**src/rtl/ifm_win_pkg.sv**
```systemverilog
// Shared constants and elaboration-time helpers for the IFM window buffer.
package ifm_win_pkg;

  localparam int unsigned IfmDataW = 8;

  // Counter width for a range of n values; never narrower than one bit.
  function automatic int unsigned clog2(input int unsigned n);
    int unsigned r;
    r = 0;
    for (int i = 0; i < 32; i++) begin
      if ((32'd1 << i) < n) r = i + 1;
    end
    return (r == 0) ? 1 : r;
  endfunction

  function automatic int unsigned win_idx(input int unsigned r, input int unsigned c,
                                          input int unsigned k, input int unsigned dw);
    return (r * k + c) * dw;
  endfunction

endpackage

```
**src/rtl/ifm_line_mem.sv**
```systemverilog
// One image-row delay: read the previous row's pixel at addr_i, overwrite it on we_i.
module ifm_line_mem
  import ifm_win_pkg::*;
#(
  parameter int unsigned DataW = IfmDataW,
  parameter int unsigned Depth = 32,
  parameter int unsigned AddrW = clog2(Depth)
) (
  input  logic             clk,
  input  logic             we_i,
  input  logic [AddrW-1:0] addr_i,
  input  logic [DataW-1:0] wr_data_i,
  output logic [DataW-1:0] rd_data_o
);

  logic [DataW-1:0] mem_q [Depth];

  always_ff @(posedge clk) begin
    if (we_i) mem_q[addr_i] <= wr_data_i;
  end

  assign rd_data_o = mem_q[addr_i];

endmodule

```
**src/rtl/ifm_win_buf.sv**
```systemverilog
// Raster-scan pixel stream to K x K sliding window with valid/ready output.
// Define IFM_WIN_STRIDE_EN to add the stride2 input (stride-2 window qualification).
module ifm_win_buf
  import ifm_win_pkg::*;
#(
  parameter int unsigned DATA_W = IfmDataW,
  parameter int unsigned K      = 3,
  parameter int unsigned IMG_W  = 32,
  parameter int unsigned IMG_H  = 32
) (
  input  logic                     clk,
  input  logic                     rst,
  input  logic                     frame_start,
  input  logic                     in_valid,
  input  logic signed [DATA_W-1:0] in_data,
`ifdef IFM_WIN_STRIDE_EN
  input  logic                     stride2,
`endif
  output logic                     in_ready,
  output logic                     win_valid,
  input  logic                     win_ready,
  output logic [K*K*DATA_W-1:0]    win_data,
  output logic                     frame_done
);

  localparam int unsigned ColW = clog2(IMG_W);
  localparam int unsigned RowW = clog2(IMG_H);
  localparam logic [ColW-1:0] ColLast = ColW'(IMG_W - 1);
  localparam logic [RowW-1:0] RowLast = RowW'(IMG_H - 1);
  localparam logic [ColW-1:0] ColWin  = ColW'(K - 1);
  localparam logic [RowW-1:0] RowWin  = RowW'(K - 1);

  logic            accept;
  logic [ColW-1:0] col_q, col_d, col_cur;
  logic [RowW-1:0] row_q, row_d, row_cur;
  logic            win_valid_q, win_valid_d;
  logic            frame_done_q, frame_done_d;
  logic            win_qual;

  logic [DATA_W-1:0] lm_in   [K-1];
  logic [DATA_W-1:0] lm_out  [K-1];
  logic [DATA_W-1:0] new_col [K];
  logic [DATA_W-1:0] win_q   [K][K];
  logic [DATA_W-1:0] win_d   [K][K];

  assign in_ready = !win_valid_q || win_ready;
  assign accept   = in_valid && in_ready;

  // A pixel accepted together with frame_start is treated as position (0,0).
  assign col_cur = frame_start ? '0 : col_q;
  assign row_cur = frame_start ? '0 : row_q;

  for (genvar j = 0; j < K - 1; j++) begin : g_line
    if (j == 0) begin : g_head
      assign lm_in[j] = in_data;
    end else begin : g_tail
      assign lm_in[j] = lm_out[j-1];
    end
    ifm_line_mem #(
      .DataW (DATA_W),
      .Depth (IMG_W),
      .AddrW (ColW)
    ) u_line (
      .clk       (clk),
      .we_i      (accept),
      .addr_i    (col_cur),
      .wr_data_i (lm_in[j]),
      .rd_data_o (lm_out[j])
    );
  end

  // Delay 0 holds the previous row, so it feeds the second-newest window row.
  assign new_col[K-1] = in_data;
  for (genvar r = 0; r < K - 1; r++) begin : g_col
    assign new_col[r] = lm_out[K-2-r];
  end

`ifdef IFM_WIN_STRIDE_EN
  localparam logic OffPar = 1'((K - 1) % 2);
  assign win_qual = (row_cur >= RowWin) && (col_cur >= ColWin) &&
                    (!stride2 || ((row_cur[0] == OffPar) && (col_cur[0] == OffPar)));
`else
  assign win_qual = (row_cur >= RowWin) && (col_cur >= ColWin);
`endif

  always_comb begin
    col_d = col_q;
    row_d = row_q;
    if (accept) begin
      if (col_cur == ColLast) begin
        col_d = '0;
        row_d = (row_cur == RowLast) ? '0 : row_cur + 1'b1;
      end else begin
        col_d = col_cur + 1'b1;
        row_d = row_cur;
      end
    end else if (frame_start) begin
      col_d = '0;
      row_d = '0;
    end

    win_valid_d = win_valid_q;
    if (accept && win_qual) win_valid_d = 1'b1;
    else if (win_ready)     win_valid_d = 1'b0;

    frame_done_d = accept && (row_cur == RowLast) && (col_cur == ColLast);

    win_d = win_q;
    if (accept) begin
      for (int r = 0; r < K; r++) begin
        for (int c = 0; c < K - 1; c++) begin
          win_d[r][c] = win_q[r][c+1];
        end
        win_d[r][K-1] = new_col[r];
      end
    end
  end

  always_ff @(posedge clk) begin
    if (rst) begin
      col_q        <= '0;
      row_q        <= '0;
      win_valid_q  <= 1'b0;
      frame_done_q <= 1'b0;
      for (int r = 0; r < K; r++) begin
        for (int c = 0; c < K; c++) begin
          win_q[r][c] <= '0;
        end
      end
    end else begin
      col_q        <= col_d;
      row_q        <= row_d;
      win_valid_q  <= win_valid_d;
      frame_done_q <= frame_done_d;
      win_q        <= win_d;
    end
  end

  for (genvar r = 0; r < K; r++) begin : g_out_r
    for (genvar c = 0; c < K; c++) begin : g_out_c
      assign win_data[win_idx(r, c, K, DATA_W) +: DATA_W] = win_q[r][c];
    end
  end

  assign win_valid  = win_valid_q;
  assign frame_done = frame_done_q;

endmodule

```
**config.mk**
```make
export PLATFORM = sky130hd
export DESIGN_NAME = ifm_win_buf
export DESIGN_NICKNAME = d
export VERILOG_FILES = /design/src/rtl/ifm_win_pkg.sv /design/src/rtl/ifm_line_mem.sv /design/src/rtl/ifm_win_buf.sv
export SDC_FILE = /design/constraint.sdc
export NUM_CORES = 1
export LEC_CHECK = 0
export CAP_MARGIN = 20
export CORE_AREA = 4 4 211 213
export CTS_CLUSTER_DIAMETER = 60
export CTS_CLUSTER_SIZE = 25
export DETAILED_ROUTE_END_ITERATION = 10
export DIE_AREA = 0 0 215 217
export PLACE_DENSITY = 0.81
export SLEW_MARGIN = 20
export SYNTH_ARGS = -nofsm -noshare
export SYNTH_HDL_FRONTEND = slang
export SYNTH_SLANG_ARGS = --single-unit
```
**constraint.sdc**
```tcl
create_clock -name clk -period 3.1 [get_ports clk]
set_input_delay 0.62 -clock clk [delete_from_list [all_inputs] [get_ports clk]]
set_output_delay 0.62 -clock clk [all_outputs]
set_load 0.01 [all_outputs]
```
==> results of run 1 <==
kinds of logic after synthesis:
group,after synthesis
flip-flops,596
AND/OR/NAND/NOR,410
AO/OA/AOI/OAI,340
buffers and inverters,116
multiplexers,107
adder cells (fa/ha/maj),4
XOR/XNOR,3
cell type report:
type | count | area (um2)
clock inverter | 18 | 189
multi-input combinational | 864 | 5650
clock buffer | 43 | 948
fill | 2962 | 16100
inverter | 12 | 45.0
sequential | 596 | 17100
timing repair buffer | 215 | 2000
tap | 546 | 683
path summary, 6_finish.rpt:
kind | start | end | slack (ns)
setup reg to reg | col_q[0] | g_line[1].u_line.mem_q[28][0] | 0.19
setup / recovery | col_q[0] | g_line[1].u_line.mem_q[28][0] | 0.19
hold reg to reg | win_data[6] | win_data[6] | 0.46
hold / removal | win_data[6] | win_data[6] | 0.46
flip-flops by register name, indices dropped and copies added (netlist names):
name / count
g_line.u_line.mem_q: 512
frame_done: 1
win_valid: 1
col_q: 5
row_q: 5
win_data: 72
layout by cell type, fill, tap and decap left out, drive strengths merged, types with 10 or more instances in the layout:
cell type	Yosys	final
nor3b	12	12
a211oi	43	43
nand2b	11	11
mux2i	47	47
clkbuf	39	43
a311oi	14	14
a21oi	116	116
nor4	11	11
nand2	209	209
buf	65	130
nand3	15	15
edfxtp	512	512
o21bai	10	10
dfxtp	84	84
nor3	14	14
a22oi	32	32
o21ai	34	34
nor2	80	80
mux4	20	20
o221ai	12	12
nor2b	26	26
mux2	40	40
inv	12	21
o22ai	18	18
clkdlybuf4s50	0	85
report_power, final:
group	switching (mW)	leakage (nW)	internal, mW
clock network	2.66	0.552	2.37
logic	0.543	2.62	0.306
registers	0.0610	5.30	8.79
total	3.26	8.48	11.5
worst register-to-register path: stages (launching register included):
cell and delay (ns):
dfxtp_4 0.61, buf_12 0.29, mux2_2 0.45, a222oi_1 0.43
o32ai_1 0.22, nor4_2 0.24, nand2_1 0.10, buf_4 0.26
layer usage:
layer | up-vias | track usage | part of all wire
met4 | 0 | 0.0902 | 0.040
li1 | 6325 | - | -
met5 | - | 0 | 0
met2 | 915 | 0.415 | 0.49
met1 | 7364 | 0.334 | 0.36
met3 | 172 | 0.0402 | 0.11
metrics by stage:
step / util / setup slack [ns] / power [mW] / instance area [um2]
after floorplan: - / 0.117 / 9.45 / 23300
after global placement: 0.596 / 0.122 / 9.84 / 25400
after detailed placement: 0.596 / 0.0155 / 9.87 / 25400
after CTS: 0.622 / 0.158 / 14.8 / 26600
after global routing: 0.622 / 0.122 / 15.2 / 26600
final: 0.622 / 0.190 / 14.7 / 26600
==> metrics.md, run 1 <==
| Metric | Value |
|---|---|
| Clock Sinks | 596 |
| Largest stage delay on the critical path | 0.61 ns |
| Clock Path Buffers | 3 |
| Hold Path Class | flip-flop to flip-flop |
| DR vias | 14776 |
| Sequential fraction of the synthesis area | 0.732 |
| #FFs+latches synth | 596 |
| Clock root buffer | clkbuf_16 |
| PD cells | 554 mW/mm2 |
| Post-synthesis compound-gate area fraction | 0.0977 |
| # rows | 76 |
| Post-Synth XOR/XNOR Area | 0.00113 |
| CTS buffer count | 34 |
| Cell taking the most area after synthesis | edfxtp_1 |
| Status | finished, final reports clean |
| Post-Synth Simple-Gate Area | 0.0820 |
| Top delay family on crit path | compound AO/OA/AOI/OAI gates |
| N_diodes | 0 |
| DR WL/cell | 25.7 um |
| Synth Area in Adders | 0.00215 |
| VDD IR max | 502 uV |
| CP Max Fanout | 37 |
| Die height | 217 um |
| DR pass1 iterations | 5 |
| IO Count | 88 |
| Final Cycle Share | 0.939 |
| Minimum clock period | 2.91 ns |
| Leak | 8.48 nW |
| CTS tree | yes |
| CTS clk-pin slew, worst paths | 0.09 ns |
| Synth top area share | 0.660 |
| Post-synth cell types | 65 |
| Total core area | 0.0427 mm2 |
| First-pass GRT wire length | 89000 um |
| Crit start category | flip-flop |
| Area grow syn2layout | 14.1% |
| Routed Antenna Nets | 0 |
| Largest net degree at the start of global routing | 54 |
| Synth top area cells | edfxtp_1 66%, dfxtp_1 7.2%, nand2_1 3.4%, a21oi_1 2.5%, mux2i_1 2.0% |
| Synth Flop Type | edfxtp_1 |
| Final Hold Vio Count | 0 |
| EDFF count, synth | 512 |
| NumNets Final | 1740 |
| DR vias/cell | 6.44 |
| Routability Congestion | 0.898 |
| Iteration-0 DRC Markers | 2130 |
| Most common cell in the netlist | edfxtp_1 |
| Layout cells sized above 1 | 0.154 |
| RSZ-0062 raised after global routing | no |
| Req. time, crit path | 3.37 ns |
| Cell area after synthesis | 0.0233 mm2 |
| Hold WS | 0.461 ns |
| Max Cap Viol | 0 |
| Syn nets | 1593 |
| Vias in the first global route | 14550 |
| Die area | 0.0467 mm2 |
| Synth top cells by count | 512 x edfxtp_1, 209 x nand2_1, 116 x a21oi_1 |
| WP depth | 7 |
| Fmax | 0.344 GHz |
| Post-DP HPWL | 38500 um |
| Port Buffers | 87 |
| Final setup viols | 0 |
| Fin Setup TNS | 0 ns |
| Syn avg cell area | 14.8 um2 |
| Post-CTS Setup Inserts | 0 |
| Initial antenna violation count | 0 |
| Max-slew headroom | 0.372 |
| Kind of critical path | flip-flop to flip-flop |
| Overflow after GRT | 0 |
| Synth async-reset ratio | 0 |
| Largest family of logic cells by synthesized area | compound AO/OA/AOI/OAI gates |
| Die width | 215 um |
| Hold path depth | 2 |
| Hold buffers post-CTS | 0 |
| Critical-path cell list | buf_12 > mux2_2 > a222oi_1 > o32ai_1 > nor4_2 > nand2_1 > buf_4 |
| Buf/Inv on CP | 2 |
| Pins over their slew limit | 0 |
| Max Clock Skew | 0.0248 ns |
| Proportion of synthesized area in mux cells | 0.0589 |
| Critical path arrival | 3.18 ns |
| Least-Margin Pin Slew | 0.940 ns |
| All-Layer GR Usage | 0.248 |
| Endpoint class of the critical path | flip-flop |
| Slowest-stage cell, CP | dfxtp_4 |
| CTS resizes | 0 |
| YS warnings | 0 |
| R2R cell count | 7 |
| Initial Util | 0.546 |
| Syn Inst Count | 1576 |
| DRC viols | 0 |
| Clk_lat worst skew | 0.57 ns |
| H-tree Lvls | 2 |
| Placed instance count | 2233 |
| Finished Layout Cells | 2294 |
| Final WL | 59100 um |
Note: power is estimated with default switching activity, not from simulation.
==> inputs of run 2 (changes only) <==
Settings changed: ABC_CLOCK_PERIOD_IN_PS set to 3100.
==> results of run 2 <==
Same layout as run 1: the final DEF is identical, and so are final timing and power.
